--- config.mk ---
export PLATFORM = sky130hd
export DESIGN_NAME = seven_segment_scan_decoder_flat
export DESIGN_NICKNAME = d
export VERILOG_FILES = /design/src/rtl/seven_segment_scan_decoder_pkg.sv /design/src/rtl/seven_segment_scan_decoder_if.sv /design/src/rtl/seven_segment_glyph_decoder.sv /design/src/rtl/seven_segment_scan_decoder.sv /design/src/flat_wrapper.sv
export SDC_FILE = /design/constraint.sdc
export NUM_CORES = 1
export LEC_CHECK = 0
export ABC_AREA = 1
export BUFFER_PORTS_ARGS = -buffer_cell sky130_fd_sc_hd__buf_2
export CORE_ASPECT_RATIO = 2
export CORE_UTILIZATION = 35
export DETAILED_ROUTE_END_ITERATION = 8
export PLACE_DENSITY = 0.59
export RECOVER_POWER = 100
export SKIP_CTS_REPAIR_TIMING = 1
export SYNTH_ARGS = -nofsm -noshare
export SYNTH_HDL_FRONTEND = slang
export SYNTH_HIERARCHICAL = 1
export SYNTH_SLANG_ARGS = --single-unit
--- constraint.sdc ---
create_clock -name clk -period 2.5 [get_ports clk]
set_input_delay 0.125 -clock clk [delete_from_list [all_inputs] [get_ports clk]]
set_output_delay 0.125 -clock clk [all_outputs]
set_load 0.005 [all_outputs]
--- src/rtl/seven_segment_scan_decoder_pkg.sv ---
// Shared display definitions: glyph table, line polarities, frame sizing.
// The scan encoder uses the same table, so both ends agree on every glyph.
package seven_segment_scan_decoder_pkg;

  // Segment and digit-strobe lines are driven low to light or select.
  localparam logic seg_active_low   = 1'b1;
  localparam logic digit_active_low = 1'b1;

  // Glyphs in active-high abcdefg order, with segment a as the MSB.
  localparam logic [6:0] glyph_0 = 7'b1111110;
  localparam logic [6:0] glyph_1 = 7'b0110000;
  localparam logic [6:0] glyph_2 = 7'b1101101;
  localparam logic [6:0] glyph_3 = 7'b1111001;
  localparam logic [6:0] glyph_4 = 7'b0110011;
  localparam logic [6:0] glyph_5 = 7'b1011011;
  localparam logic [6:0] glyph_6 = 7'b1011111;
  localparam logic [6:0] glyph_7 = 7'b1110000;
  localparam logic [6:0] glyph_8 = 7'b1111111;
  localparam logic [6:0] glyph_9 = 7'b1111011;
  localparam logic [6:0] glyph_a = 7'b1110111;
  localparam logic [6:0] glyph_b = 7'b0011111;
  localparam logic [6:0] glyph_c = 7'b1001110;
  localparam logic [6:0] glyph_d = 7'b0111101;
  localparam logic [6:0] glyph_e = 7'b1001111;
  localparam logic [6:0] glyph_f = 7'b1000111;

  localparam logic [6:0] glyph_tbl [16] = '{
    glyph_0, glyph_1, glyph_2, glyph_3, glyph_4, glyph_5, glyph_6, glyph_7,
    glyph_8, glyph_9, glyph_a, glyph_b, glyph_c, glyph_d, glyph_e, glyph_f
  };

  typedef struct packed {
    logic [3:0] nibble;
    logic       unknown;
  } glyph_t;

  // Width of the packed hex field for a display of n digits.
  function automatic int frame_width(input int n);
    return 4 * n;
  endfunction

endpackage

--- src/rtl/seven_segment_scan_decoder_if.sv ---
// Scan input and frame output bundle of the scan decoder.
// master: the decoder (consumes the scan, produces frames).
// slave:  the scan driver / frame consumer.
interface seven_segment_scan_decoder_if
  import seven_segment_scan_decoder_pkg::*;
#(
  parameter int w_digit = 4
);
  logic [7:0]                      abcdefgh;
  logic [w_digit-1:0]              digit;
  logic                            out_valid;
  logic                            out_ready;
  logic [frame_width(w_digit)-1:0] out_hex;
  logic [w_digit-1:0]              out_dot;
  logic [w_digit-1:0]              out_unknown;
  logic                            overflow;
  logic                            multi_digit_error;

  modport master (
    input  abcdefgh, digit, out_ready,
    output out_valid, out_hex, out_dot, out_unknown, overflow, multi_digit_error
  );

  modport slave (
    output abcdefgh, digit, out_ready,
    input  out_valid, out_hex, out_dot, out_unknown, overflow, multi_digit_error
  );
endinterface

--- src/rtl/seven_segment_glyph_decoder.sv ---
// Maps an active-high abcdefg pattern to its hex nibble; anything that is
// not one of the sixteen glyphs (all-off included) decodes as unknown/0.
module seven_segment_glyph_decoder
  import seven_segment_scan_decoder_pkg::*;
(
  input  logic [6:0] seg,
  output glyph_t     glyph
);

  // Table lookup; the glyphs are unique so at most one entry matches.
  always_comb begin
    glyph.nibble  = 4'd0;
    glyph.unknown = 1'b1;
    for (int i = 0; i < 16; i++) begin
      if (seg == glyph_tbl[i]) begin
        glyph.nibble  = 4'(i);
        glyph.unknown = 1'b0;
      end
    end
  end

endmodule

--- src/rtl/seven_segment_scan_decoder.sv ---
// Reconstructs the displayed hex frame from a multiplexed seven-segment
// scan: samples the lines, waits for a settled dwell, decodes the strobed
// digit, and hands out one frame per complete scan on valid/ready.
//
// state   | meaning
// --------+-------------------------------------------------------------
// COLLECT | no frame pending, out_valid = 0
// HOLD    | frame presented, out_valid = 1, fields frozen until taken
module seven_segment_scan_decoder
  import seven_segment_scan_decoder_pkg::*;
#(
  parameter int w_digit       = 4,
  parameter int settle_cycles = 2
)(
  input  logic                        clk,
  input  logic                        reset,
  seven_segment_scan_decoder_if.master bus
);

  localparam int w_sample = 8 + w_digit;
  localparam int w_frame  = frame_width(w_digit);

  localparam logic [0:0] COLLECT = 1'b0;
  localparam logic [0:0] HOLD    = 1'b1;

  logic [w_sample-1:0] sample_in;
  logic [w_sample-1:0] s_reg;
  logic [7:0]          cnt;
  logic                dwell_taken;
  logic [w_digit-1:0]  digit_low;
  logic [6:0]          seg_on;
  logic                dot_on;
  glyph_t              glyph;
  logic                settled;
  logic                accept;
  logic                multi_low;
  logic                frame_done;
  logic                xfer;

  logic [w_digit-1:0]  seen;
  logic [w_frame-1:0]  work_hex, work_hex_nx;
  logic [w_digit-1:0]  work_dot, work_dot_nx;
  logic [w_digit-1:0]  work_unk, work_unk_nx;

  logic [0:0]          state;
  logic [w_frame-1:0]  hex_q;
  logic [w_digit-1:0]  dot_q;
  logic [w_digit-1:0]  unk_q;
  logic                overflow_q;
  logic                multi_q;

  assign sample_in = {bus.abcdefgh, bus.digit};
  assign digit_low = s_reg[w_digit-1:0] ^ {w_digit{digit_active_low}};
  assign seg_on    = s_reg[w_sample-1 -: 7] ^ {7{seg_active_low}};
  assign dot_on    = s_reg[w_digit] ^ seg_active_low;

  seven_segment_glyph_decoder u_glyph (
    .seg   (seg_on),
    .glyph (glyph)
  );

  assign settled    = (cnt == 8'(settle_cycles));
  assign multi_low  = ($countones(digit_low) > 1);
  assign accept     = settled && ($countones(digit_low) == 1) && !dwell_taken;
  assign frame_done = accept && ((seen | digit_low) == '1);
  assign xfer       = (state == HOLD) && bus.out_ready;

  // Working copy with the currently strobed digit merged in.
  always_comb begin
    work_hex_nx = work_hex;
    work_dot_nx = work_dot;
    work_unk_nx = work_unk;
    for (int i = 0; i < w_digit; i++) begin
      if (digit_low[i]) begin
        work_hex_nx[4*i +: 4] = glyph.nibble;
        work_dot_nx[i]        = dot_on;
        work_unk_nx[i]        = glyph.unknown;
      end
    end
  end

  // Input register and stability counter; a change starts a new dwell.
  always_ff @(posedge clk or posedge reset) begin
    if (reset) begin
      s_reg       <= '1;
      cnt         <= 8'd0;
      dwell_taken <= 1'b0;
    end else begin
      s_reg <= sample_in;
      if (sample_in != s_reg) begin
        cnt         <= 8'd1;
        dwell_taken <= 1'b0;
      end else begin
        if (cnt != 8'(settle_cycles))
          cnt <= cnt + 8'd1;
        if (accept)
          dwell_taken <= 1'b1;
      end
    end
  end

  // Working registers and seen mask; latest acceptance of a digit wins.
  always_ff @(posedge clk or posedge reset) begin
    if (reset) begin
      seen     <= '0;
      work_hex <= '0;
      work_dot <= '0;
      work_unk <= '0;
    end else if (accept) begin
      work_hex <= work_hex_nx;
      work_dot <= work_dot_nx;
      work_unk <= work_unk_nx;
      seen     <= frame_done ? '0 : (seen | digit_low);
    end
  end

  // Frame handoff FSM plus sticky error flags.
  always_ff @(posedge clk or posedge reset) begin
    if (reset) begin
      state      <= COLLECT;
      hex_q      <= '0;
      dot_q      <= '0;
      unk_q      <= '0;
      overflow_q <= 1'b0;
      multi_q    <= 1'b0;
    end else begin
      if (settled && multi_low)
        multi_q <= 1'b1;
      if (frame_done) begin
        if ((state == COLLECT) || bus.out_ready) begin
          hex_q <= work_hex_nx;
          dot_q <= work_dot_nx;
          unk_q <= work_unk_nx;
          state <= HOLD;
        end else begin
          overflow_q <= 1'b1;
        end
      end else if (xfer) begin
        state <= COLLECT;
      end
    end
  end

  assign bus.out_valid         = (state == HOLD);
  assign bus.out_hex           = hex_q;
  assign bus.out_dot           = dot_q;
  assign bus.out_unknown       = unk_q;
  assign bus.overflow          = overflow_q;
  assign bus.multi_digit_error = multi_q;

endmodule

--- src/flat_wrapper.sv ---
// flat-port wrapper written by rule: the top's interface ports become plain ports
module seven_segment_scan_decoder_flat import seven_segment_scan_decoder_pkg::*;
#(
  parameter int w_digit       = 4,
  parameter int settle_cycles = 2
)
  (clk, reset, bus_abcdefgh, bus_digit, bus_out_ready, bus_out_valid, bus_out_hex, bus_out_dot, bus_out_unknown, bus_overflow, bus_multi_digit_error);
  seven_segment_scan_decoder_if #(.w_digit(w_digit)) bus_i ();
  input  logic clk;
  input  logic reset;
  input wire logic [$bits(bus_i.abcdefgh)-1:0] bus_abcdefgh;
  input wire logic [$bits(bus_i.digit)-1:0] bus_digit;
  input wire logic [$bits(bus_i.out_ready)-1:0] bus_out_ready;
  output wire logic [$bits(bus_i.out_valid)-1:0] bus_out_valid;
  output wire logic [$bits(bus_i.out_hex)-1:0] bus_out_hex;
  output wire logic [$bits(bus_i.out_dot)-1:0] bus_out_dot;
  output wire logic [$bits(bus_i.out_unknown)-1:0] bus_out_unknown;
  output wire logic [$bits(bus_i.overflow)-1:0] bus_overflow;
  output wire logic [$bits(bus_i.multi_digit_error)-1:0] bus_multi_digit_error;
  assign bus_i.abcdefgh = bus_abcdefgh;
  assign bus_i.digit = bus_digit;
  assign bus_i.out_ready = bus_out_ready;
  assign bus_out_valid = bus_i.out_valid;
  assign bus_out_hex = bus_i.out_hex;
  assign bus_out_dot = bus_i.out_dot;
  assign bus_out_unknown = bus_i.out_unknown;
  assign bus_overflow = bus_i.overflow;
  assign bus_multi_digit_error = bus_i.multi_digit_error;
  seven_segment_scan_decoder #(.w_digit(w_digit), .settle_cycles(settle_cycles)) u_core (.clk(clk), .reset(reset), .bus(bus_i));
endmodule
==> impl_metrics.csv <==
group,metric,value,unit
setup_path,critPathMaxFanout,12,
routing,viasPerCell,4.83,
sta,hold_viol,0,
global_routing,grt_pass1_vias,3153,
sta,relSlewSlack,24.0,%
pwr,finalPower,0.00280,W
sta,post-route-period-util,97.6,%
sta,final-setup-viol-count,0,
routing,postRouteAntennaNets,0,
setup_path,slowest_stage,"dfstp_2",
clock_network,cts_root_buf,"clkbuf_16",
placement,io_buffers,41,
setup_path,crit_type,"reg2reg",
routing,routed_wl,9590,um
clock_network,path_clk_slew,0.06,ns
final_layout,final_area,4830,um2
synth,ys_seq_area_share,50.5,%
sta,slew_viol_final,0,
placement,hpwlAfterDp,6500,um
floorplan,pin_count,42,
routing,drc,0,
synth,netlist_area,3800,um2
pwr,p_leak,2.48,nW
clock_network,cts_tree,"built",
global_routing,grt_pass1_wl,14800,um
floorplan,rows,53,
synth,synth.avg_cell_area,7.72,um2
status,status,"finished, final reports clean",
final_layout,multi_input_area,1670,um2
floorplan,initial_core_util,36.0,%
synth,synth_edf_count,0,
routing,first_pass_iters,4,
final_layout,syn_to_final_growth,27.1,%
synth,synth_top_cell_area_share,42.2,%
synth,ys_top_cells_by_count,"nand2_1, dfrtp_1, inv_1",
floorplan,die_h,149,um
floorplan,die_area,11300,um2
pwr,p_per_area,580,nW/um2
clock_network,cts.sink_count,76,
synth,synth_nets,513,
routing,vias,3393,
floorplan,die_x,75.7,um
global_routing,overflow,0,
routing,wl_per_cell,13.7,um
synth,yosys_register_bits,76,
global_routing,grtUsageTotal,17.7,%
setup_path,cp_top_family,"adder cells",
job,drv_cap,0,
sta,rsz0062_at_grt,"yes",
setup_path,timing.critical_path.required,2.72,ns
final_layout,diodes,0,
sta,timing.hold.ws,0.390,ns
setup_path,max_stage_delay,0.54,ns
placement,globalplace.congestion,0.837,
placement,place_area,4240,um2
clock_network,cts_buffers,9,
setup_path,path_buf_inv,4,
synth,yosysMostFrequentCell,"nand2_1",
sta,max_freq,0.410,GHz
routing,drt_iter0_drc,304,
synth,async_flop_share,100,%
setup_path,end_kind,"flip-flop",
sta,tightest_slew,1.14,ns
global_routing,grt_antenna_before_repair,0,
sta,skew,0.00716,ns
min_path,hp-class,"in2reg",
synth,yosysTopAreaCell,"dfrtp_1",
final_layout,ff_latch_area,1920,um2
synth,synth_ff_type,"dfrtp_1",
setup_path,rrSetupSlack,0.06,ns
final_layout,n_fill_cell,1049,
setup_path,worstPathArrival,2.66,ns
setup_path,crit_chain,"fa_1, inv_1, ha_2, inv_2, ha_4, inv_2, nand2_2, nor2_2, nand2_2, nor2_4, nand3_4, clkbuf_16, nand2_1, nand2_1",
global_routing,grt_max_degree,47,
synth,ys_warn_count,6,
clock_network,ctsLongestPathBuffers,2,
final_layout,nets,581,
synth,syn_inst,492,
pwr,ir_worst_vdd,405,uV
sta,fin_setup_tns,0,ns
clock_network,insertion_delay,0.33,ns
sta,period_minus_slack,2.44,ns
clock_network,htreeDepth,3,
synth,synth.area.top_cells,"dfrtp_1, nand2_1, dfstp_2",
final_layout,drive_gt1_share,15.2,%
floorplan,fp.coreArea,10500,um2
synth,ys_types,31,
setup_path,startpoint_type,"flip-flop",
-- per-layer routing --
layer	track usage, %	wire length, um
met5	0	0
met4	8.70	391
met3	3.24	275
met2	30.8	5110
met1	19.8	3820
-- stage by stage --
| step | setup slack (ns) | utilization, % | cells |
|---|---|---|---|
| detailed placement | -0.0748 | 40.2 | 666 |
| global placement | -0.0111 | 40.2 | 666 |
| finish | 0.0589 | 45.8 | 702 |
| global route | -0.0570 | 45.8 | 702 |
| CTS | -0.0774 | 43.2 | 682 |
| floorplan | 0.122 | - | 492 |
-- worst register-to-register path, cell delays in order (launching register included) --
cell,delay [ns]
dfstp_2,0.54
fa_1,0.42
inv_1,0.07
ha_2,0.19
inv_2,0.05
ha_4,0.20
inv_2,0.04
nand2_2,0.05
nor2_2,0.08
nand2_2,0.07
nor2_4,0.18
nand3_4,0.13
clkbuf_16,0.21
nand2_1,0.07
nand2_1,0.05
-- path summary, 6_finish.rpt --
| kind | startpoint | to | cells past startpoint |
|---|---|---|---|
| hold reg to reg | u_core/bus.out_hex[5] | u_core/bus.out_hex[5] | 2 |
| setup reg to reg | u_core/s_reg[1] | u_core/bus.out_dot[2] | 14 |
| min in group asynchronous | reset | u_core/cnt[4] | 3 |
| setup / recovery | u_core/s_reg[1] | u_core/bus.out_dot[2] | 14 |
| hold / removal | bus_out_ready | u_core/bus.out_unknown[0] | 5 |
| max in group asynchronous | reset | u_core/bus.out_dot[0] | 4 |
-- report_power, final --
| part | internal (W) | total [W] | switching (W) | leakage [nW] |
|---|---|---|---|---|
| Combinational | 0.0000652 | 0.000194 | 0.000129 | 1.31 |
| Clock | 0.000855 | 0.00135 | 0.000493 | 0.156 |
| Sequential | 0.00125 | 0.00126 | 0.00000764 | 1.02 |
| Total | 0.00217 | 0.00280 | 0.000630 | 2.48 |
-- cell type report --
type                            count  share of cell area (%)
Timing Repair Buffer               75                    11.8
Inverter                           49                    3.91
Clock buffer                       13                    5.60
Sequential cell                    76                    39.7
Tap cell                          137                    3.55
Clock inverter                      3                   0.907
Multi-Input combinational cell    349                    34.5
-- cell usage in the layout (no fill, tap or decap), drive strengths merged --
cell           n
o21a           2
xor2           4
a21oi          1
nand4         26
dfstp         12
clkbuf        47
fa             1
clkinv         2
nor2          46
xnor2          4
inv           49
nand3         18
nand2        200
o21ai         30
buf           28
bufinv         1
a21o           1
a31oi          1
and3           1
nor3           6
or2            1
ha             5
dfrtp         64
dlygate4sd3   13
o211ai         1
o21bai         1
-- kinds of logic (layout without fill, tap and decap cells) --
family                     count (synthesis)  in the layout  share of synthesized area, %
AOI/OAI and AO/OA                         37             37                          5.24
buffers and inverters                     67            140                          7.35
DFF                                       76             76                          50.5
adders and majority gates                  6              6                          2.17
xor gates and xnor gates                   8              8                          1.84
and+or+nand+nor                          298            298                          32.9
Note: power is estimated with default switching activity, not from simulation.
